**src/rtl/pwm_multicanal.sv**
```systemverilog
// Multi-channel PWM generator: one shared prescaler and period counter, per-channel duty.
// Duty and frequency level are stepped through shadow registers and applied at the period wrap.
module pwm_multicanal #(
    parameter int N_CANALES   = 4,
    parameter int ANCHO_CICLO = 4,
    parameter int N_FREC      = 8,
    parameter int DIV_BASE    = 64,
    localparam int CW = (N_CANALES > 1) ? $clog2(N_CANALES) : 1,
    localparam int FW = $clog2(N_FREC)
) (
    input  logic                   clk_i,
    input  logic                   reset,
    input  logic                   en_i,
    input  logic [CW-1:0]          canal_i,
    input  logic                   aumC_i,
    input  logic                   bajaC_i,
    input  logic                   aumf_i,
    input  logic                   bajaf_i,
    output logic [N_CANALES-1:0]   pwm_o,
    output logic [ANCHO_CICLO-1:0] valueC_o,
    output logic [FW-1:0]          valueF_o,
    output logic                   fin_periodo_o
);
    localparam int MAX_DIV = DIV_BASE << (N_FREC - 1);
    localparam int PW      = (MAX_DIV > 1) ? $clog2(MAX_DIV) : 1;
    localparam logic [ANCHO_CICLO-1:0] DUTY_MAX = {ANCHO_CICLO{1'b1}};
    localparam logic [ANCHO_CICLO-1:0] CNT_LAST = {{(ANCHO_CICLO-1){1'b1}}, 1'b0};
    localparam logic [FW-1:0]          FREC_MAX = FW'(N_FREC - 1);

    logic                   aumc_q, bajac_q, aumf_q, bajaf_q;
    logic [PW-1:0]          presc_q, presc_d;
    logic [ANCHO_CICLO-1:0] cnt_q, cnt_d;
    logic [FW-1:0]          frec_sh_q, frec_sh_d, frec_act_q, frec_act_d;
    logic [ANCHO_CICLO-1:0] duty_sh_q [N_CANALES];
    logic [ANCHO_CICLO-1:0] duty_sh_d [N_CANALES];
    logic [ANCHO_CICLO-1:0] duty_act_q [N_CANALES];
    logic [ANCHO_CICLO-1:0] duty_act_d [N_CANALES];
    logic [N_CANALES-1:0]   pwm_q, pwm_d;
    logic                   fin_q, fin_d;

    logic                   aumc_ev_s, bajac_ev_s, aumf_ev_s, bajaf_ev_s;
    logic                   canal_ok_s, tick_s, wrap_s;
    logic [PW:0]            div_s;
    logic [PW-1:0]          div_m1_s;
    logic [ANCHO_CICLO-1:0] valuec_s;

    // Request edges, divisor for the active level, tick and period wrap.
    always_comb begin
        aumc_ev_s  = aumC_i & ~aumc_q;
        bajac_ev_s = bajaC_i & ~bajac_q;
        aumf_ev_s  = aumf_i & ~aumf_q;
        bajaf_ev_s = bajaf_i & ~bajaf_q;
        canal_ok_s = (int'(canal_i) < N_CANALES);
        div_s      = (PW+1)'(DIV_BASE) << (FREC_MAX - frec_act_q);
        div_m1_s   = PW'(div_s - (PW+1)'(1));
        tick_s     = en_i & (presc_q == div_m1_s);
        wrap_s     = tick_s & (cnt_q == CNT_LAST);
    end

    // Prescaler, period counter and frequency level shadow/active next state.
    always_comb begin
        presc_d    = presc_q;
        cnt_d      = cnt_q;
        frec_sh_d  = frec_sh_q;
        frec_act_d = frec_act_q;
        fin_d      = wrap_s;
        if (en_i) begin
            if (tick_s) begin
                presc_d = '0;
                cnt_d   = wrap_s ? '0 : cnt_q + ANCHO_CICLO'(1);
            end else begin
                presc_d = presc_q + PW'(1);
            end
        end else begin
            presc_d = presc_q;
        end
        // The wrap latches the shadow as it was before any event on this clock.
        if (wrap_s) begin
            frec_act_d = frec_sh_q;
        end else begin
            frec_act_d = frec_act_q;
        end
        if (aumf_ev_s && !bajaf_ev_s && (frec_sh_q != FREC_MAX)) begin
            frec_sh_d = frec_sh_q + FW'(1);
        end else if (bajaf_ev_s && !aumf_ev_s && (frec_sh_q != '0)) begin
            frec_sh_d = frec_sh_q - FW'(1);
        end else begin
            frec_sh_d = frec_sh_q;
        end
    end

    // Per-channel duty shadow/active next state, PWM compare and display read-back.
    always_comb begin
        pwm_d    = '0;
        valuec_s = '0;
        for (int k = 0; k < N_CANALES; k++) begin
            duty_sh_d[k]  = duty_sh_q[k];
            duty_act_d[k] = wrap_s ? duty_sh_q[k] : duty_act_q[k];
            pwm_d[k]      = en_i & (cnt_q < duty_act_q[k]);
            if (canal_ok_s && (CW'(k) == canal_i)) begin
                valuec_s = duty_sh_q[k];
                if (aumc_ev_s && !bajac_ev_s && (duty_sh_q[k] != DUTY_MAX)) begin
                    duty_sh_d[k] = duty_sh_q[k] + ANCHO_CICLO'(1);
                end else if (bajac_ev_s && !aumc_ev_s && (duty_sh_q[k] != '0)) begin
                    duty_sh_d[k] = duty_sh_q[k] - ANCHO_CICLO'(1);
                end else begin
                    duty_sh_d[k] = duty_sh_q[k];
                end
            end else begin
                duty_sh_d[k] = duty_sh_q[k];
            end
        end
    end

    // State registers with asynchronous reset.
    always_ff @(posedge clk_i or posedge reset) begin
        if (reset) begin
            aumc_q     <= 1'b0;
            bajac_q    <= 1'b0;
            aumf_q     <= 1'b0;
            bajaf_q    <= 1'b0;
            presc_q    <= '0;
            cnt_q      <= '0;
            frec_sh_q  <= '0;
            frec_act_q <= '0;
            pwm_q      <= '0;
            fin_q      <= 1'b0;
            for (int k = 0; k < N_CANALES; k++) begin
                duty_sh_q[k]  <= '0;
                duty_act_q[k] <= '0;
            end
        end else begin
            aumc_q     <= aumC_i;
            bajac_q    <= bajaC_i;
            aumf_q     <= aumf_i;
            bajaf_q    <= bajaf_i;
            presc_q    <= presc_d;
            cnt_q      <= cnt_d;
            frec_sh_q  <= frec_sh_d;
            frec_act_q <= frec_act_d;
            pwm_q      <= pwm_d;
            fin_q      <= fin_d;
            for (int k = 0; k < N_CANALES; k++) begin
                duty_sh_q[k]  <= duty_sh_d[k];
                duty_act_q[k] <= duty_act_d[k];
            end
        end
    end

    assign pwm_o         = pwm_q;
    assign fin_periodo_o = fin_q;
    assign valueC_o      = valuec_s;
    assign valueF_o      = frec_sh_q;

endmodule

```
**config.mk**
```make
export PLATFORM = sky130hd
export DESIGN_NAME = pwm_multicanal
export DESIGN_NICKNAME = d
export VERILOG_FILES = /design/src/rtl/pwm_multicanal.sv
export SDC_FILE = /design/constraint.sdc
export NUM_CORES = 1
export LEC_CHECK = 0
export ABC_AREA = 1
export CAP_MARGIN = 40
export CORE_UTILIZATION = 60
export DETAILED_ROUTE_END_ITERATION = 10
export PLACE_DENSITY_LB_ADDON = 0.2
export SLEW_MARGIN = 15
export SYNTH_ARGS = -nofsm -noshare
export SYNTH_HDL_FRONTEND = slang
export SYNTH_SLANG_ARGS = --single-unit
export TNS_END_PERCENT = 1
```
**constraint.sdc**
```tcl
create_clock -name clk_i -period 2.7 [get_ports clk_i]
set_input_delay 0.27 -clock clk_i [delete_from_list [all_inputs] [get_ports clk_i]]
set_output_delay 0.27 -clock clk_i [all_outputs]
set_load 0.005 [all_outputs]
```
Word-level counts from Yosys, hierarchy flattened:

Cells that the tools add are included.
Widths: inputs -> output; s select.

* register bits: 64
* input port bits: 9
* output and inout port bits: 12
* word-level logic and storage cells: 111

* reductions and logical operators: 34
* add/subtract/negate cells: 14
* shift operators: 1
* order comparisons: 4
* bitwise logic cells: 14
* mux-type cells: 16
* equality and inequality tests: 10

Operators by type and width (number)
* $mux 4: 13
* $add 4x1->4 const B: 5
* $lt 4x4->1: 4
* $ne 4x4->1 const B: 4
* $reduce_bool 4->1: 4
* $sub 4x1->4 const B: 4
* $logic_and 1x1->1: 14
* $add 13x1->13 const B: 1
* $eq 13x13->1: 1
* $mux 13: 1
* $shl 7x3->13 const A: 1
* $sub 13x1->13 const B: 1
* $and 1x1->1: 10
* $reduce_and 2->1: 5
* $reduce_bool 2->1: 5
* $mux 3: 2
* $eq 2x2->1 const A: 2
* $eq 4x4->1 const B: 1
* $logic_not 1->1: 4
* $not 1->1: 4
* $add 3x1->3 const B: 1
* $ne 3x3->1 const B: 1
* $reduce_bool 3->1: 1
* $sub 3x1->3 const B: 1
* 3 further kinds: 3

Depth between registers and ports, before layout:

* depth after elaboration: 7
* depth in mapped cells: 17
* mapped depth without buffers: 16

Worst setup path before layout:

OpenSTA, ideal clock, no wires.

* kind: register to register
* start: register frec_act_q[2]
* end: register duty_act_q[0] (netlist name)
* slack: 614 ps
* stages on the path, launching flop included: 15
* library setup time: 120 ps
* arrival: 1966 ps
* buffers on the path: 2
* path through: dfrtp_1 -> buf_2 -> nand2_1 -> or2_2 -> ha_1 -> nor2_1 -> nor2_1 -> nand3_1 -> nor2_1 -> nand2_1 -> nor2_4 -> nand3b_4 -> buf_6 -> nand2_1 -> o21ai_2

* word-level cells in the longest chain between the ends: 6

Ends and longest elaborated chain
* start: declaration: line 33 `logic [FW-1:0] frec_sh_q, frec_sh_d, frec_act_q, frec_act_d;`
* start signal: assignment: line 140 `frec_act_q <= frec_act_d;`
* $sub 3x3->3: line 54 `div_s = (PW+1)'(DIV_BASE) << (FREC_MAX - frec_act_q);`
* $shl 7x3->13: line 54
* $sub 13x1->13: line 55 `div_m1_s = PW'(div_s - (PW+1)'(1));`
* $eq 13x13->1: line 56 `tick_s = en_i & (presc_q == div_m1_s);`
* $and 1x1->1: line 56
* $and 1x1->1: line 57 `wrap_s = tick_s & (cnt_q == CNT_LAST);`
* end signal: indexed assignment: line 145 `duty_act_q[k] <= duty_act_d[k];`
* end: declaration: line 36 `logic [ANCHO_CICLO-1:0] duty_act_q [N_CANALES];`

Every way passes these cells.
A chain may end at the register's enable or synchronous reset.

Worst setup path in the final report:

* start: register frec_act_q[2]
* end: register duty_act_q[9] (netlist name)

Same word-level chain as after synthesis.

==> qor.txt <==
CTS Buffer Depth: 2
outcome: completed
Synth Area in Adders: 0.105
largest net degree at the start of global routing: 42
vias in the first global route: 2785
worst-case reg-to-reg path depth: 12
Std-Cell Rows: 28
Slew Limit Fails: 0
TritonRoute pass-1 iters: 4
# setup viols final: 0
area of the multi-input gates: 1860 um2
n_diodes: 0
post-synthesis async set-or-reset flop share: 1.00
clk slew on worst S/H paths: 0.07 ns
area grow syn2layout: 11.5%
PD cells: 736 nW/um2
gpl congestion: 0.833
Peak VDD IR: 0.481 mV
Startpoint Class: register
CTS tree: done
FF/Latch Area: 1600 um2
register area share after synthesis: 0.422
largest family of logic cells by synthesized area: simple AND/OR/NAND/NOR gates
cells resized by post-CTS repair: 0
dpl cells: 549
Final Critical Period: 2.43 ns
Hold Crit Class: in -> async
final hold violation count: 0
chip height: 81.6 um
First DRT Iteration DRCs: 199
Final HPWL DP: 5370 um
fin crit share: 0.901
io pins: 21
Final Power: 3.12 mW
root buffer cell: clkbuf_8
CP max FO: 41
Sink Count: 64
Netlist cell types: 28
layout cells sized above 1: 0.0920
GRT Util Overall: 0.245
critical path capture point type: register
H-tree Lvls: 3
Post-Synth Simple-Gate Area: 0.209
Lkg Pwr: 2.12 nW
RSZ-0062 raised after global routing: false
Initial Util: 0.630
cell area after synthesis: 3800 um2
CP Class: reg -> reg
final wirelength: 7250 um
Port-buffer cells: 20
total congestion overflow: 0
drc violations: 0
Final Net Count: 523
Layout fillers: 486
total core area: 6030 um2
Max transition margin: 0.693
vias: 2955
Crit path required time: 2.96 ns
Worst Tran Pin Value: 0.459 ns
XOR/XNOR Fraction of Synth Area: 0.0530
CTS buffer count: 9
Wirelength per Cell: 12.9 um
Yosys warnings: 0
cts hold-fix bufs: 0
Via density: 5.24
CP arrival: 2.70 ns
remaining antenna violation count: 0
Synth Instances: 457
Post-synth EDFFs: 0
Layout Skew: 0.00665 ns
Die Span X: 81.6 um
Synthesized Nets: 495
first-pass GRT wire length: 12300 um
ys flop type: dfrtp_1
complex-gate fraction of the synthesized area: 0.120
later-pin clock latency in the skew report: 0.34 ns
initial antenna violation count: 0
fmax: 411 MHz
total negative setup slack: 0 ns
postcts setup bufs: 0
Die Area: 6650 um2
post-synthesis sequential element count: 64
Synth Area per Inst: 8.31 um2
multiplexer area fraction after synthesis: 0.00264
non-filler cells, final: 564
Max Cap Viol: 0
## cells by family (layout without fill, tap and decap cells)
logic type	count (synthesis)	after routing
DFF	64	64
adders and majority gates	29	29
and+or+nand+nor	189	189
muxes	1	1
buffers and inverters	80	112
AOI/OAI and AO/OA	71	71
xor gates and xnor gates	23	23
## layer usage
metal  track usage  vias to the layer above  part of all wire
met3        0.0522                       10             0.032
met2         0.412                       60              0.49
li1              -                     1514                 -
met4        0.0930                        0             0.015
met1         0.310                     1371              0.46
met5             0                        -                 0
## path summary, 6_finish.rpt
check | slack, ns | end | start
max | 0.27 | duty_act_q[9]$_DFFE_PP0P_ | frec_act_q[2]$_DFFE_PP0P_
max reg2reg | 0.27 | duty_act_q[9]$_DFFE_PP0P_ | frec_act_q[2]$_DFFE_PP0P_
min in group clk_i | 0.40 | bajac_q$_DFF_PP0_ | bajaC_i
min reg2reg | 0.49 | duty_act_q[7]$_DFFE_PP0P_ | duty_act_q[7]$_DFFE_PP0P_
min | 0.26 | duty_sh_q[10]$_DFFE_PP0P_ | reset
max in group asynchronous | 1.77 | presc_q[0]$_DFFE_PP0P_ | reset
## worst max-delay path, cell delays in order, from the launching register on
cell      delay [ns]
dfrtp_1         0.51
nand2_1         0.12
or2_2           0.29
ha_1            0.25
inv_1           0.12
xor2_1          0.23
nand2_1         0.09
nand2_1         0.08
nand2_2         0.12
nand3b_4        0.12
buf_12          0.23
nand2_1         0.12
o21ai_2         0.08
## power by group
group	total, mW	switching (mW)	internal [mW]
registers	1.39	0.235	1.15
clock network	0.713	0.360	0.352
logic	1.02	0.562	0.456
total	3.12	1.16	1.96
## area by class of cell
cell class              instances  share of cell area
well taps                      75              0.0222
multi-input cells             313               0.440
inverters                      74              0.0656
repair buffers                 23              0.0555
clock buffers                  12              0.0343
flip-flops and latches         64               0.378
clock inverters                 3             0.00443
## cells in the mapped netlist (4+ instances only)
cell type / count / share of area
a21boi_0: 4 / 0.0079
a21oi_1: 22 / 0.029
buf_6: 4 / 0.012
dfrtp_1: 64 / 0.42
fa_1: 5 / 0.026
ha_1: 24 / 0.079
inv_1: 70 / 0.069
inv_2: 4 / 0.0040
nand2_1: 106 / 0.10
nand3_1: 22 / 0.029
nand4_1: 8 / 0.013
nor2_1: 42 / 0.042
nor3_1: 6 / 0.0079
o211ai_1: 4 / 0.0079
o21ai_0: 17 / 0.022
o21ai_2: 19 / 0.044
xnor2_1: 11 / 0.025
xor2_1: 12 / 0.028
## registers in the layout (all words and copies together) (netlist names)
signal	cells
bajac_q	1
frec_act_q	3
pwm_o	4
aumc_q	1
fin_periodo_o	1
bajaf_q	1
aumf_q	1
duty_sh_q	16
duty_act_q	16
valueF_o	3
cnt_q	4
presc_q	13
## cells in the final DEF, fill, tap and decap left out, drive strengths merged
master,synthesis,layout
a21oi,22,22
xor2,12,12
xnor2,11,11
o211ai,4,4
nand2,108,108
mux2i,1,1
ha,24,24
nand3b,1,1
nand3,22,22
nor2,43,43
o2111ai,1,1
dfrtp,64,64
clkinv,0,3
clkdlybuf4s50,0,20
o31ai,1,1
o22ai,3,3
clkbuf,1,12
nor3,6,6
fa,5,5
nand4,8,8
or2,1,1
o21ai,36,36
a21boi,4,4
inv,74,74
buf,5,3
## per-stage QoR
stage	hold slack, ns	util	instance area, um2	setup WS (ns)
3_5_place_dp	0.468	0.676	4070	0.339
6_report	0.258	0.703	4240	0.267
4_1_cts	0.267	0.703	4240	0.269
3_3_place_gp	0.463	0.676	4070	0.402
5_1_grt	0.326	0.703	4240	0.0546
2_1_floorplan	0.301	-	3800	0.614
No activity file was read; power rests on OpenSTA's default activity.
